`src/rtl/heap_sift_controller.sv`:
```
// Max-heap replace-root sequencer: writes a new root, then sifts it down one
// level at a time against an external 1-cycle-latency RAM.

module comparator #(
  parameter int DATA_WIDTH = 32
) (
  input  logic [DATA_WIDTH-1:0] pval,
  input  logic [DATA_WIDTH-1:0] lval,
  input  logic [DATA_WIDTH-1:0] rval,
  output logic                  swap_l,
  output logic                  swap_r
);
  logic l_gt_r;
  // left==right falls to the right; parent equal to a child never swaps
  assign l_gt_r = lval > rval;
  assign swap_l = l_gt_r && (pval < lval);
  assign swap_r = !l_gt_r && (pval < rval);
endmodule

module heap_sift_controller #(
  parameter int DATA_WIDTH = 32,
  parameter int ADDR_WIDTH = 10
) (
  input  logic                  i_clk,
  input  logic                  i_rst,
  input  logic                  i_start,
  input  logic [DATA_WIDTH-1:0] i_value,
  input  logic [ADDR_WIDTH:0]   i_size,
  output logic                  o_busy,
  output logic                  o_done,
  output logic                  o_rd_en,
  output logic [ADDR_WIDTH-1:0] o_rd_addr,
  input  logic [DATA_WIDTH-1:0] i_rd_data,
  output logic                  o_wr_en,
  output logic [ADDR_WIDTH-1:0] o_wr_addr,
  output logic [DATA_WIDTH-1:0] o_wr_data
);
  localparam int IW = ADDR_WIDTH + 2;

  typedef enum logic [2:0] {
    IDLE, WR_ROOT, RD_L, RD_R, CMP, WR_P, WR_C, DONE
  } state_t;

  state_t                state;
  logic [ADDR_WIDTH-1:0] p;
  logic [ADDR_WIDTH-1:0] child;
  logic [DATA_WIDTH-1:0] pval;
  logic [DATA_WIDTH-1:0] lval;
  logic [DATA_WIDTH-1:0] rval;
  logic [ADDR_WIDTH:0]   size;
  logic                  r_read;

  logic [IW-1:0] l_idx, r_idx, gc_idx, size_x;
  logic          swap_l, swap_r;

  // child indices carry two extra bits so 2p+2 / 2c+1 never wrap
  assign l_idx  = {1'b0, p, 1'b1};
  assign r_idx  = l_idx + IW'(1);
  assign gc_idx = {1'b0, child, 1'b1};
  assign size_x = {1'b0, size};
  assign rval   = r_read ? i_rd_data : '0;

  comparator #(.DATA_WIDTH(DATA_WIDTH)) u_cmp (
    .pval  (pval),
    .lval  (lval),
    .rval  (rval),
    .swap_l(swap_l),
    .swap_r(swap_r)
  );

  always_ff @(posedge i_clk or posedge i_rst) begin
    if (i_rst) begin
      state     <= IDLE;
      p         <= '0;
      child     <= '0;
      pval      <= '0;
      lval      <= '0;
      size      <= '0;
      r_read    <= 1'b0;
      o_busy    <= 1'b0;
      o_done    <= 1'b0;
      o_rd_en   <= 1'b0;
      o_rd_addr <= '0;
      o_wr_en   <= 1'b0;
      o_wr_addr <= '0;
      o_wr_data <= '0;
    end else begin
      // strobes are set on the edge entering the state they belong to
      o_done  <= 1'b0;
      o_rd_en <= 1'b0;
      o_wr_en <= 1'b0;
      case (state)
        IDLE: begin
          if (i_start) begin
            o_busy <= 1'b1;
            if (i_size == '0) begin
              state  <= DONE;
              o_done <= 1'b1;
            end else begin
              pval      <= i_value;
              p         <= '0;
              size      <= i_size;
              state     <= WR_ROOT;
              o_wr_en   <= 1'b1;
              o_wr_addr <= '0;
              o_wr_data <= i_value;
            end
          end
        end
        WR_ROOT: begin
          if (size <= (ADDR_WIDTH+1)'(1)) begin
            state  <= DONE;
            o_done <= 1'b1;
          end else begin
            state     <= RD_L;
            o_rd_en   <= 1'b1;
            o_rd_addr <= ADDR_WIDTH'(1);
          end
        end
        RD_L: begin
          state <= RD_R;
          if (r_idx < size_x) begin
            o_rd_en   <= 1'b1;
            o_rd_addr <= r_idx[ADDR_WIDTH-1:0];
            r_read    <= 1'b1;
          end else begin
            r_read <= 1'b0;
          end
        end
        RD_R: begin
          lval  <= i_rd_data;
          state <= CMP;
        end
        CMP: begin
          if (swap_l) begin
            child     <= l_idx[ADDR_WIDTH-1:0];
            o_wr_data <= lval;
          end else begin
            child     <= r_idx[ADDR_WIDTH-1:0];
            o_wr_data <= rval;
          end
          if (swap_l || swap_r) begin
            state     <= WR_P;
            o_wr_en   <= 1'b1;
            o_wr_addr <= p;
          end else begin
            state  <= DONE;
            o_done <= 1'b1;
          end
        end
        WR_P: begin
          state     <= WR_C;
          o_wr_en   <= 1'b1;
          o_wr_addr <= child;
          o_wr_data <= pval;
        end
        WR_C: begin
          p <= child;
          if (gc_idx >= size_x) begin
            state  <= DONE;
            o_done <= 1'b1;
          end else begin
            state     <= RD_L;
            o_rd_en   <= 1'b1;
            o_rd_addr <= gc_idx[ADDR_WIDTH-1:0];
          end
        end
        DONE: begin
          state  <= IDLE;
          o_busy <= 1'b0;
        end
        default: state <= IDLE;
      endcase
    end
  end
endmodule

```
`config.mk`:
```
export PLATFORM = sky130hd
export DESIGN_NAME = heap_sift_controller
export DESIGN_NICKNAME = d
export VERILOG_FILES = /design/src/rtl/heap_sift_controller.sv
export SDC_FILE = /design/constraint.sdc
export NUM_CORES = 1
export LEC_CHECK = 0
export ABC_AREA = 0
export CAP_MARGIN = 20
export CORE_UTILIZATION = 45
export CTS_CLUSTER_SIZE = 16
export DETAILED_ROUTE_END_ITERATION = 7
export DONT_BUFFER_PORTS = 1
export PLACE_DENSITY = 0.61
export SLEW_MARGIN = 20
export SYNTH_ARGS = -nofsm -noshare
export SYNTH_HDL_FRONTEND = slang
export SYNTH_SLANG_ARGS = --single-unit
```
`constraint.sdc`:
```
create_clock -name i_clk -period 6.7 [get_ports i_clk]
set_input_delay 1.34 -clock i_clk [delete_from_list [all_inputs] [get_ports i_clk]]
set_output_delay 1.34 -clock i_clk [all_outputs]
set_load 0.02 [all_outputs]
```
[Yosys cells after proc, flatten, opt, wreduce, memory -nomap -nowiden]
Index checks and enable logic that the tools add are counted.
Widths: inputs -> output; s select.
Operators by class
  add/subtract/negate cells: 1
  order comparisons: 6
  equality and inequality tests: 13
  mux-type cells: 37
  bitwise gates (word level): 1
  reduce and logical (&&, ||, !) cells: 16
Operators with widths (count)
  $mux 32: 4
  $pmux 32 s3: 1
  $mux 10: 7
  $lt 32x32->1: 2
  $pmux 10 s3: 2
  $gt 32x32->1: 1
  $pmux 3 s8: 1
  $pmux 10 s2: 1
  $add 11x1->12 const B: 1
  $eq 3x3->1 const B: 4
  $lt 12x11->1: 1
  $mux 1: 12
  $mux 3: 4
  $ne 2x2->1 const B: 6
  $ge 11x11->1: 1
  $le 11x1->1 const B: 1
  $logic_not 11->1: 1
  $reduce_and 3->1: 3
  $reduce_and 4->1: 2
  $eq 3x2->1 const B: 2
  $pmux 1 s3: 2
  $reduce_bool 3->1: 2
  $pmux 1 s4: 1
  $reduce_bool 2->1: 2
  other kinds (9): 10
Storage, ports and cells
  register bits after elaboration: 155
  input bits: 78
  output and inout port bits: 56
  logic and storage cells: 88

[Depth between registers and ports, before layout]
Gate-level depths: netlist (run 1).
  depth after elaboration: 7
  mapped depth: 13
  gate-level depth less buffers: 12

[Modules after synthesis]
From an unflattened synthesis (run 1), not the netlist that was laid out.
Unflattened totals
  cell total of the unflattened synthesis: 1067
  area total of the unflattened synthesis: 10317.4 um^2
By module, submodules not included
  heap_sift_controller: times used 1, cells an instance 759, area an instance 8000.2 um^2, seq. area each 3878.7 um^2
  comparator: times used 1, cells an instance 308, area an instance 2317.2 um^2, seq. area each 0.0 um^2

[Worst setup path after synthesis (run 1)]
No wires, ideal clock.
  path kind: in2reg
  from: input port i_rd_data[29]
  to: register o_wr_addr[0]
  setup time: 0.125 ns
  arrival: 3.478 ns
  data required time: 6.575 ns
  slack: 3.097 ns
  stages: 10
  cells stage by stage: nand2_1 -> ha_1 -> a21o_1 -> a21o_1 -> a221o_1 -> o21ai_1 -> a211oi_4 -> o31ai_4 -> buf_6 -> mux2_4
On the way
  word-level cells in the longest chain between the ends: 7
  elaborated cells on any way between the ends: 9
RTL lines
  from (decl): RTL line 33  | input logic [DATA_WIDTH-1:0] i_rd_data,
  $mux 32 *: RTL line 61  | assign rval = r_read ? i_rd_data : '0;
  $gt 32x32->1: RTL line 15  | assign l_gt_r = lval > rval;
  $logic_not 1->1: RTL line 17  | assign swap_r = !l_gt_r && (pval < rval);
  $logic_and 1x1->1: RTL line 17
  $logic_or 1x1->1 *: RTL line 142  | if (swap_l || swap_r) begin
  $ne 2x2->1 (no line) *
  $reduce_and 4->1 (no line) *
  to (signal assigned): RTL line 145  | o_wr_addr <= p;
  to (signal assigned): RTL line 154  | o_wr_addr <= child;
  to (decl): RTL line 35  | output logic [ADDR_WIDTH-1:0] o_wr_addr,
Mark *: on every way between the ends. The rest lies on a longest branch, timed or not.
A chain may end at the register's enable or synchronous reset.

[Worst setup path after layout (run 1)]
  from: register r_read
  to: register o_wr_addr[9]
On the way
  word-level cells in the longest chain between the ends: 7
  elaborated cells on any way between the ends: 9
RTL lines
  from (decl): RTL line 51  | logic r_read;
  from (signal assigned): RTL line 79  | r_read <= 1'b0;
  from (signal assigned): RTL line 125  | r_read <= 1'b1;
  from (signal assigned): RTL line 127  | r_read <= 1'b0;
  $mux 32 *: RTL line 61
  $gt 32x32->1: RTL line 15
  $logic_not 1->1: RTL line 17
  $logic_and 1x1->1: RTL line 17
  $logic_or 1x1->1 *: RTL line 142
  $ne 2x2->1 (no line) *
  $reduce_and 4->1 (no line) *
Marks and branches as above.

==> flow_metrics.tcl, run 1 <==
set metrics [dict create \
    outcome "finished with violations" \
    violations "DRC" \
    fp.dieH_um 152 \
    cts.sinks 155 \
    fin_tns_setup_ns 0 \
    grt_overflow 0 \
    use_met1_pct 30.9 \
    io_pins 134 \
    post_cts_resized 0 \
    maxSlewViolCount 0 \
    crit_path_start "r_read" \
    clk_pin_slew_ns 0.06 \
    yosys.cell_count.top_type "dfrtp_1" \
    syn_area_um2 10200 \
    placementRows 54 \
    die_w_um 152 \
    seq_power_share_pct 33.4 \
    vias 7565 \
    layout-drive-gt1-share_pct 13.8 \
    worst-setup-path-type "flop to flop" \
    min-delay-start "lval[0]" \
    internal-power_uw 3410 \
    skew_ns 0.0101 \
    comb_power_share_pct 52.1 \
    antenna_found_initial 0 \
    synth_edf_count 0 \
    synth-async-reset-ratio_pct 100 \
    grt_pass1_vias 7680 \
    port_buffers 0 \
    htree_levels 4 \
    first_iter_violations 349 \
    ys_warn_count 0 \
    gp_congestion 0.843 \
    cts_setup_buffers 0 \
    vias_per_cell 5.92 \
    p_sw_uw 2920 \
    diodes 0 \
    r2r_slack_ns 2.28 \
    placedInstanceArea_um2 10400 \
    root_buffer "clkbuf_16" \
    synth-seq-area-share_pct 38.1 \
    max_cap_viol_count 0 \
    clock_latency_ns 0.43 \
    die_area_um2 23200 \
    period_share_pct 66.0 \
    synth-main-ff-cell "dfrtp_1" \
    final.min_clock_period_ns 4.42 \
    rsz0062_at_grt "false" \
    clkPwrFrac_pct 14.5 \
    pwr_density_cell_nw_per_um2 577 \
    top_usage_layer "met2" \
    cts_made_buffers 17 \
    ys_types 66 \
    wl_um 26300 \
    cts_buffer_depth 2 \
    p_leak_uw 0.00488 \
    worstRegToRegCells 9 \
    tightest_slew_ns 0.865 \
    wl_per_cell_um 20.6 \
    tritoncts "done" \
    setup_viol 0 \
    start_util_pct 46.2 \
    ant_nets 0 \
    areaGrowthSynthToFinish_pct 7.88 \
    end_kind "flop" \
    grt_usage_pct 23.6 \
    crit_path_start_kind "flop" \
    cp_max_fo 19 \
    yosys.area.top_type "dfrtp_1" \
    dp_hpwl_um 18800 \
    grtUsageMet2_pct 38.3 \
    rr_endpoint "o_wr_addr[9]" \
    ys_ff_latch 155 \
    final_nets 1180 \
    syn-mean-instance-area_um2 10.1 \
    grt_first_pass_wirelength_um 42400 \
    grt_max_degree 107 \
    syn_nets 1202 \
    final_util_pct 49.8 \
    coreArea_um2 22000 \
    fmax_ghz 0.226 \
    hp-class "flop to flop" \
    drtPass1Iterations 8 \
    drcViolationCount 7 \
    synth_common_cells "dfrtp_1 (155), nand2_1 (138), ha_1 (115)" \
    hold_violations 0 \
    cts_hold_buf 0 \
    arrival_ns 4.74 \
    worst_ir_drop_vdd_mv 0.198 \
    r2r-start "r_read" \
    syn_inst 1009 \
    worst_slew_margin_rel_pct 42.4 \
    final_area_um2 11000 \
    critPathRequiredTime_ns 7.02 \
    netlist_top_cells_area "dfrtp_1 (38%), ha_1 (14%), mux2_2 (7.3%)" \
    grt_use_met3_pct 6.43 \
    whs_ns 0.541 \
    endpoint "o_wr_addr[9]" \
    p_sw_share_pct 46.1 \
    synth_top_area_share_pct 38.1 \
]
==> how the worst min path moves through the flow <==
stage                           to  slack [ns]  depth (start not counted)
final                      lval[0]        0.54                          1
after CTS                 lval[31]        0.54                          1
after detailed placement  lval[31]        0.53                          1
after global routing      lval[21]        0.56                          1
after global placement     lval[0]        0.52                          1
after floorplan           child[0]        0.49                          2
==> logic make-up (layout without fill, tap and decap cells) <==
group                    count (synthesis)  in the layout  synth area share (%)
AO/OA/AOI/OAI                          231            231                  17.3
XOR/XNOR                                 9              9                 0.775
adder cells (fa/ha/maj)                115            115                  14.1
buffers and inverters                  110             99                  4.72
flip-flops                             155            155                  38.1
multiplexers                           114            114                  12.5
AND/OR/NAND/NOR                        275            275                  12.5
==> sequential cells by signal, indices dropped and copies added (netlist names) <==
register   count
r_read         1
o_rd_en        1
pval          32
p             10
o_wr_en        1
o_wr_addr     10
o_done         1
state          3
size          11
lval          32
o_busy         1
o_wr_data     32
o_rd_addr     10
child         10
==> power groups by stage <==
stage	sequential (µW)	clock, µW	combinational (µW)
final	2110	917	3300
after global routing	2190	972	3710
after CTS	2120	934	3290
after detailed placement	2130	0	3270
after global placement	2120	0	3210
after floorplan	1910	0	2730
==> metal layers <==
layer | part of all wire, % | wire, µm
met1 | 46 | 12200
met2 | 46 | 12000
met3 | 6.5 | 1710
met4 | 1.5 | 405
met5 | 0 | 0
==> cells in the final DEF, fill, tap and decap left out, types with 7 or more instances in the layout <==
cell	n
o21a_1	8
mux2_4	9
buf_4	8
clkbuf_16	17
a21oi_1	39
inv_1	58
a31oi_1	9
a22oi_1	33
mux2_2	66
xnor2_1	7
a22o_1	9
nand3_1	42
nor4_1	8
nor2_1	24
o21ai_0	41
nand4_1	18
o221a_1	26
ha_1	115
nand2_1	138
dfrtp_1	155
nor3_1	8
o32ai_1	9
mux2i_1	39
a21o_1	11
or3_1	9
==> critical path, cell delays in order, from the launching register on <==
cell and delay [ns]:
dfrtp_1 0.87, nand2_1 0.24, ha_1 0.39, nand4_1 0.20, nor4_1 0.62, nor2b_1 0.19
o31ai_1 0.24, a211oi_4 0.30, o31ai_4 0.80, mux2_2 0.41
==> final cells by class <==
| type | count | area [µm²] |
|---|---|---|
| fillers | 2041 | 11100 |
| multi-input cells | 744 | 5860 |
| flip-flops and latches | 155 | 3880 |
| clock buffers | 21 | 480 |
| well taps | 280 | 350 |
| inverters | 59 | 226 |
| repair buffers | 10 | 115 |
| clock inverters | 9 | 65.1 |
==> metrics by stage <==
stage | worst slack [ns] | total power, µW | std cells
after floorplan | 1.18 | 4640 | 1009
after global placement | 2.00 | 5340 | 1246
after detailed placement | 2.09 | 5410 | 1246
after CTS | 2.31 | 6340 | 1276
after global routing | 1.96 | 6870 | 1278
final | 2.28 | 6330 | 1278
Note: power is estimated with default switching activity, not from simulation.
==> run 2: changes to the inputs <==
==> constraint.sdc (replaced) <==
create_clock -name i_clk -period 4.3 [get_ports i_clk]
set_input_delay 0.86 -clock i_clk [delete_from_list [all_inputs] [get_ports i_clk]]
set_output_delay 0.86 -clock i_clk [all_outputs]
set_load 0.02 [all_outputs]
==> flow_metrics.tcl, run 2 (synthesized netlist as in run 1, its figures left out) <==
set metrics [dict create \
    dp_hpwl_um 18700 \
    placedInstanceArea_um2 10400 \
    grt_pass1_vias 7797 \
    cts_hold_buf 0 \
    post-place-ws_ns 0.122 \
    start_util_pct 46.2 \
    critPathRequiredTime_ns 4.66 \
    tritoncts "done" \
    tightest_slew_ns 0.898 \
    min-delay-start "lval[0]" \
    skew_ns 0.0111 \
    regArea_um2 3880 \
    vias_per_cell 5.96 \
    cp_max_fo 35 \
    cts_buffer_depth 2 \
    cts_made_buffers 17 \
    violations "DRC" \
    period_share_pct 83.3 \
    p_leak_uw 0.00493 \
    port_buffers 0 \
    maxSlewViolCount 0 \
    route.met2.wl_um 12400 \
    placementRows 54 \
    worst_slack_ns 0.718 \
    diodes 0 \
    final_area_um2 11100 \
    antenna_found_initial 0 \
    multi_input_area_um2 5860 \
    grt_max_degree 156 \
    mostFrequentLayoutCells "dfrtp_1 (155), nand2_1 (138), ha_1 (115), mux2_2 (66), inv_1 (58)" \
    wl_met3_um 1410 \
    first_iter_violations 404 \
    grt_first_pass_wirelength_um 42800 \
    die_w_um 152 \
    cts_setup_buffers 0 \
    worst_slew_margin_rel_pct 40.1 \
    whs_ns 0.539 \
    fp.dieH_um 152 \
    drtPass1Iterations 8 \
    ant_nets 0 \
    post_cts_resized 0 \
    htree_levels 4 \
    crit_slowest_cell "a211o_4" \
    clock_latency_ns 0.43 \
    hp-class "flop to flop" \
    highest_layer "met4" \
    hold_violations 0 \
    worst-setup-path-type "flop to flop" \
    fmax_ghz 0.279 \
    final_common_cell "dfrtp_1" \
    crit_path_start "r_read" \
    final.min_clock_period_ns 3.58 \
    cts.sinks 155 \
    vias 7649 \
    grt_usage_pct 23.5 \
    r2r-start "r_read" \
    grt_overflow 0 \
    fin_tns_setup_ns 0 \
    fill_cells 2006 \
    outcome "finished with violations" \
    dp_cells 1252 \
    gp_congestion 0.845 \
    final_cells 1283 \
    crit_path_start_kind "flop" \
    end_kind "flop" \
    root_buffer "clkbuf_16" \
    wl_um 26200 \
    arrival_ns 3.94 \
    path_cells "buf_4 -> nand2_1 -> ha_1 -> nand4_1 -> nor4_1 -> nor2b_1 -> o31ai_1 -> a211o_4 -> mux2i_1 -> o221a_1" \
    coreArea_um2 22000 \
    max_stage_delay_ns 0.70 \
    rsz0062_at_grt "false" \
    areaGrowthSynthToFinish_pct 8.71 \
    wl_met1_um 12100 \
    layout-drive-gt1-share_pct 14.1 \
    setup_viol 0 \
    final_nets 1184 \
    largestRegisters "lval (32), o_wr_data (32), pval (32)" \
    wl_per_cell_um 20.4 \
    clk_pin_slew_ns 0.06 \
    io_pins 134 \
    pwr_density_cell_nw_per_um2 906 \
    drcViolationCount 7 \
    max_cap_viol_count 0 \
    die_area_um2 23200 \
    worst_ir_drop_vdd_mv 0.353 \
]
==> run 2: cell count changes in the layout (fill, tap and decap cells not counted), sizes merged <==
cell      previous run  this run
buf                 10        14
inv                 60        59
clkinvlp             5         2
clkbuf              21        20
bufinv               0         4
clkinv               3         5
==> run 2: per-stage QoR <==
stage	power, µW	utilization [%]
2_1_floorplan	7230	-
3_5_place_dp	8460	47.4
6_report	10000	50.2
5_1_grt	10900	50.2
3_3_place_gp	8330	47.4
4_1_cts	10100	50.2
==> run 2: per-layer routing <==
metal  up-vias  global-route usage [%]
met5         -                       0
met4         0                    6.37
met3        22                    5.01
met2       167                    38.8
met1      3749                    31.1
li1       3711                       -
==> run 2: critical path: cells and delay by family, from the launching register on <==
family	cells	cell delay, ns
AO/OA/AOI/OAI	3	1.15
flip-flops	1	0.34
adder cells (fa/ha/maj)	1	0.34
AND/OR/NAND/NOR	4	1.11
multiplexers	1	0.28
buffers and inverters	1	0.25
==> run 2: where the power goes <==
| part | switching, µW | total [µW] | internal (µW) |
|---|---|---|---|
| Combinational | 2810 | 5150 | 2330 |
| Clock | 621 | 1610 | 985 |
| Sequential | 1080 | 3270 | 2190 |
| Total | 4510 | 10000 | 5510 |
==> run 2: area by class of cell <==
class	count	area share, %
multi-input cells	744	53.0
flip-flops and latches	155	35.1
repair buffers	14	1.18
clock inverters	11	1.53
clock buffers	20	4.04
well taps	280	3.17
inverters	59	2.04
==> run 2: path summary, 6_finish.rpt <==
check	cells past startpoint	to	slack [ns]
min in group asynchronous	2	size[0]	0.55
worst max register to register	10	o_wr_data[16]	0.72
worst max-delay path	10	o_wr_data[16]	0.72
max in group asynchronous	2	pval[12]	3.10
worst min-delay path	1	lval[0]	0.54
worst min register to register	1	lval[0]	0.54
==> run 3: changes to the inputs <==
--- a/config.mk
+++ b/config.mk
@@ -11,7 +11,7 @@
 export CTS_CLUSTER_SIZE = 16
 export DETAILED_ROUTE_END_ITERATION = 7
 export DONT_BUFFER_PORTS = 1
-export PLACE_DENSITY = 0.61
+export PLACE_DENSITY = 0.63
 export SLEW_MARGIN = 20
 export SYNTH_ARGS = -nofsm -noshare
 export SYNTH_HDL_FRONTEND = slang
==> constraint.sdc (replaced) <==
create_clock -name i_clk -period 2.9 [get_ports i_clk]
set_input_delay 0.58 -clock i_clk [delete_from_list [all_inputs] [get_ports i_clk]]
set_output_delay 0.58 -clock i_clk [all_outputs]
set_load 0.02 [all_outputs]
==> flow_metrics.tcl, run 3 (synthesized netlist as in run 1, its figures left out) <==
set metrics [dict create \
    grt_max_degree 61 \
    max_stage_delay_ns 0.42 \
    start_util_pct 46.2 \
    gp_congestion 0.859 \
    min-delay-start "i_size[2]" \
    clk_pin_slew_ns 0.06 \
    skew_ns 0.00910 \
    crit_family "simple AND/OR/NAND/NOR gates" \
    fin_tns_setup_ns -1.89 \
    tightest_slew_ns 0.820 \
    grtUsageMet2_pct 38.0 \
    vias 7916 \
    port_buffers 0 \
    fill_cells 1902 \
    worst_slew_margin_rel_pct 45.2 \
    final_nets 1271 \
    grt_overflow 0 \
    coreArea_um2 22000 \
    grt_usage_pct 23.7 \
    grt_pass1_vias 8098 \
    hp-class "input pin to flop" \
    cts.sinks 155 \
    drtPass1Iterations 7 \
    setup_viol 34 \
    die_w_um 152 \
    grt_first_pass_wirelength_um 43400 \
    top_usage_layer "met2" \
    r2r-start "r_read" \
    fmax_ghz 0.331 \
    fp.dieH_um 152 \
    final.min_clock_period_ns 3.02 \
    mostFrequentLayoutCells "dfrtp_1 (154), nand2_1 (137), ha_1 (110), buf_4 (88), mux2_2 (66)" \
    outcome "finished with violations" \
    period_share_pct 104 \
    placementRows 54 \
    crit_slowest_cell "or3_1" \
    maxSlewViolCount 0 \
    wl_um 27000 \
    crit_path_start_kind "flop" \
    htree_levels 4 \
    grt_use_met3_pct 6.63 \
    die_area_um2 23200 \
    clock_latency_ns 0.43 \
    root_buffer "clkbuf_16" \
    rsz0062_at_grt "true" \
    r2r_slack_ns -0.12 \
    final_common_cell "dfrtp_1" \
    cts_buffer_depth 2 \
    worst_slack_ns -0.118 \
    p_leak_uw 0.00539 \
    regArea_um2 3880 \
    vias_per_cell 5.78 \
    cts_made_buffers 17 \
    crit_buf_inv 2 \
    ant_nets 0 \
    critPathRequiredTime_ns 3.21 \
    path_cells "buf_12 -> nand2_1 -> ha_1 -> nand4_1 -> or3_1 -> a21oi_2 -> o31ai_4 -> and4bb_2 -> o31ai_4 -> buf_12 -> mux2_2" \
    multi_input_area_um2 6050 \
    hold_violations 0 \
    diodes 0 \
    io_pins 134 \
    worst_ir_drop_vdd_mv 0.612 \
    worstRegToRegCells 11 \
    rr_endpoint "o_wr_addr[9]" \
    drcViolationCount 5 \
    use_met1_pct 30.7 \
    tritoncts "done" \
    hold_path_depth 2 \
    largestRegisters "lval (32), o_wr_data (32), pval (32)" \
    dp_hpwl_um 19800 \
    wl_per_cell_um 19.7 \
    areaGrowthSynthToFinish_pct 17.7 \
    antenna_found_initial 0 \
    arrival_ns 3.33 \
    worst-setup-path-type "flop to flop" \
    first_iter_violations 511 \
    cp_max_fo 19 \
    whs_ns 0.275 \
    end_kind "flop" \
    violations "DRC, setup timing" \
    max_cap_viol_count 0 \
    holdPathEnd "size[2]" \
    pwr_density_cell_nw_per_um2 1340 \
    layout-drive-gt1-share_pct 23.6 \
]
-- run 3: cell types whose count changed in the layout (fill, tap and decap cells not counted), moves of 3 or more --
cell,before,now
xnor2_1,7,4
clkinvlp_4,2,6
buf_12,2,8
buf_6,0,3
o32ai_2,0,4
ha_4,0,4
buf_4,12,88
ha_1,115,110
o32ai_1,9,5
-- run 3: how the worst max path moves through the flow --
stage / cells after the start / slack (ns) / from / end
2_1_floorplan: 13 / 0.01 / p[0] / o_rd_addr[1]
3_3_place_gp: 10 / -0.13 / i_rd_data[15] / o_wr_addr[9]
3_5_place_dp: 11 / -0.19 / i_rd_data[23] / o_wr_addr[9]
4_1_cts: 11 / -0.13 / r_read / o_wr_addr[9]
5_1_grt: 12 / -0.31 / r_read / o_wr_addr[9]
6_report: 11 / -0.12 / r_read / o_wr_addr[9]
-- run 3: what timing repair did --
| action | 4_1_cts | 5_1_grt |
|---|---|---|
| endpoints found under the hold margin | 4 | 0 |
| resized for setup | 11 | 24 |
| endpoints found under the setup margin | 64 | 67 |
| pin swaps | 4 | 10 |
| hold buffers | 1 | 0 |
| setup buffers | 1 | 6 |
| cloned | 0 | 1 |
-- run 3: per-stage QoR --
stage | power (µW) | setup WS (ns) | cells | area (µm²) | util, %
after floorplan | 10700 | 0.0126 | 1009 | 10200 | -
after global placement | 13100 | -0.134 | 1330 | 11100 | 50.4
after detailed placement | 13400 | -0.190 | 1330 | 11100 | 50.4
after CTS | 15700 | -0.132 | 1363 | 11800 | 53.4
after global routing | 17400 | -0.312 | 1370 | 12000 | 54.4
final | 16100 | -0.118 | 1370 | 12000 | 54.4
-- run 3: cell type report --
type	instances	share of cell area, %
Clock buffer	18	3.67
Inverter	59	1.88
Sequential cell	155	32.4
Multi-Input combinational cell	744	50.5
Timing Repair Buffer	101	7.43
Clock inverter	13	1.19
Tap cell	280	2.92
-- run 3: layer usage --
layer | wire length, µm | share of wire, %
met3 | 1680 | 6.2
met2 | 12400 | 46
met5 | 0 | 0
met1 | 12200 | 45
met4 | 769 | 2.8
-- run 3: report_power, final --
part	switching [µW]	total, µW	internal, µW	leakage, µW
Clock	970	2260	1290	0.000271
Sequential	1500	4750	3250	0.00186
Combinational	4650	9050	4400	0.00326
Total	7120	16100	8940	0.00539
-- run 3: worst reg2reg max path, stage by stage (launching register included) --
cell,delay [ns]
dfrtp_1,0.39
buf_12,0.18
nand2_1,0.09
ha_1,0.30
nand4_1,0.22
or3_1,0.43
a21oi_2,0.16
o31ai_4,0.12
and4bb_2,0.28
o31ai_4,0.21
buf_12,0.19
mux2_2,0.34
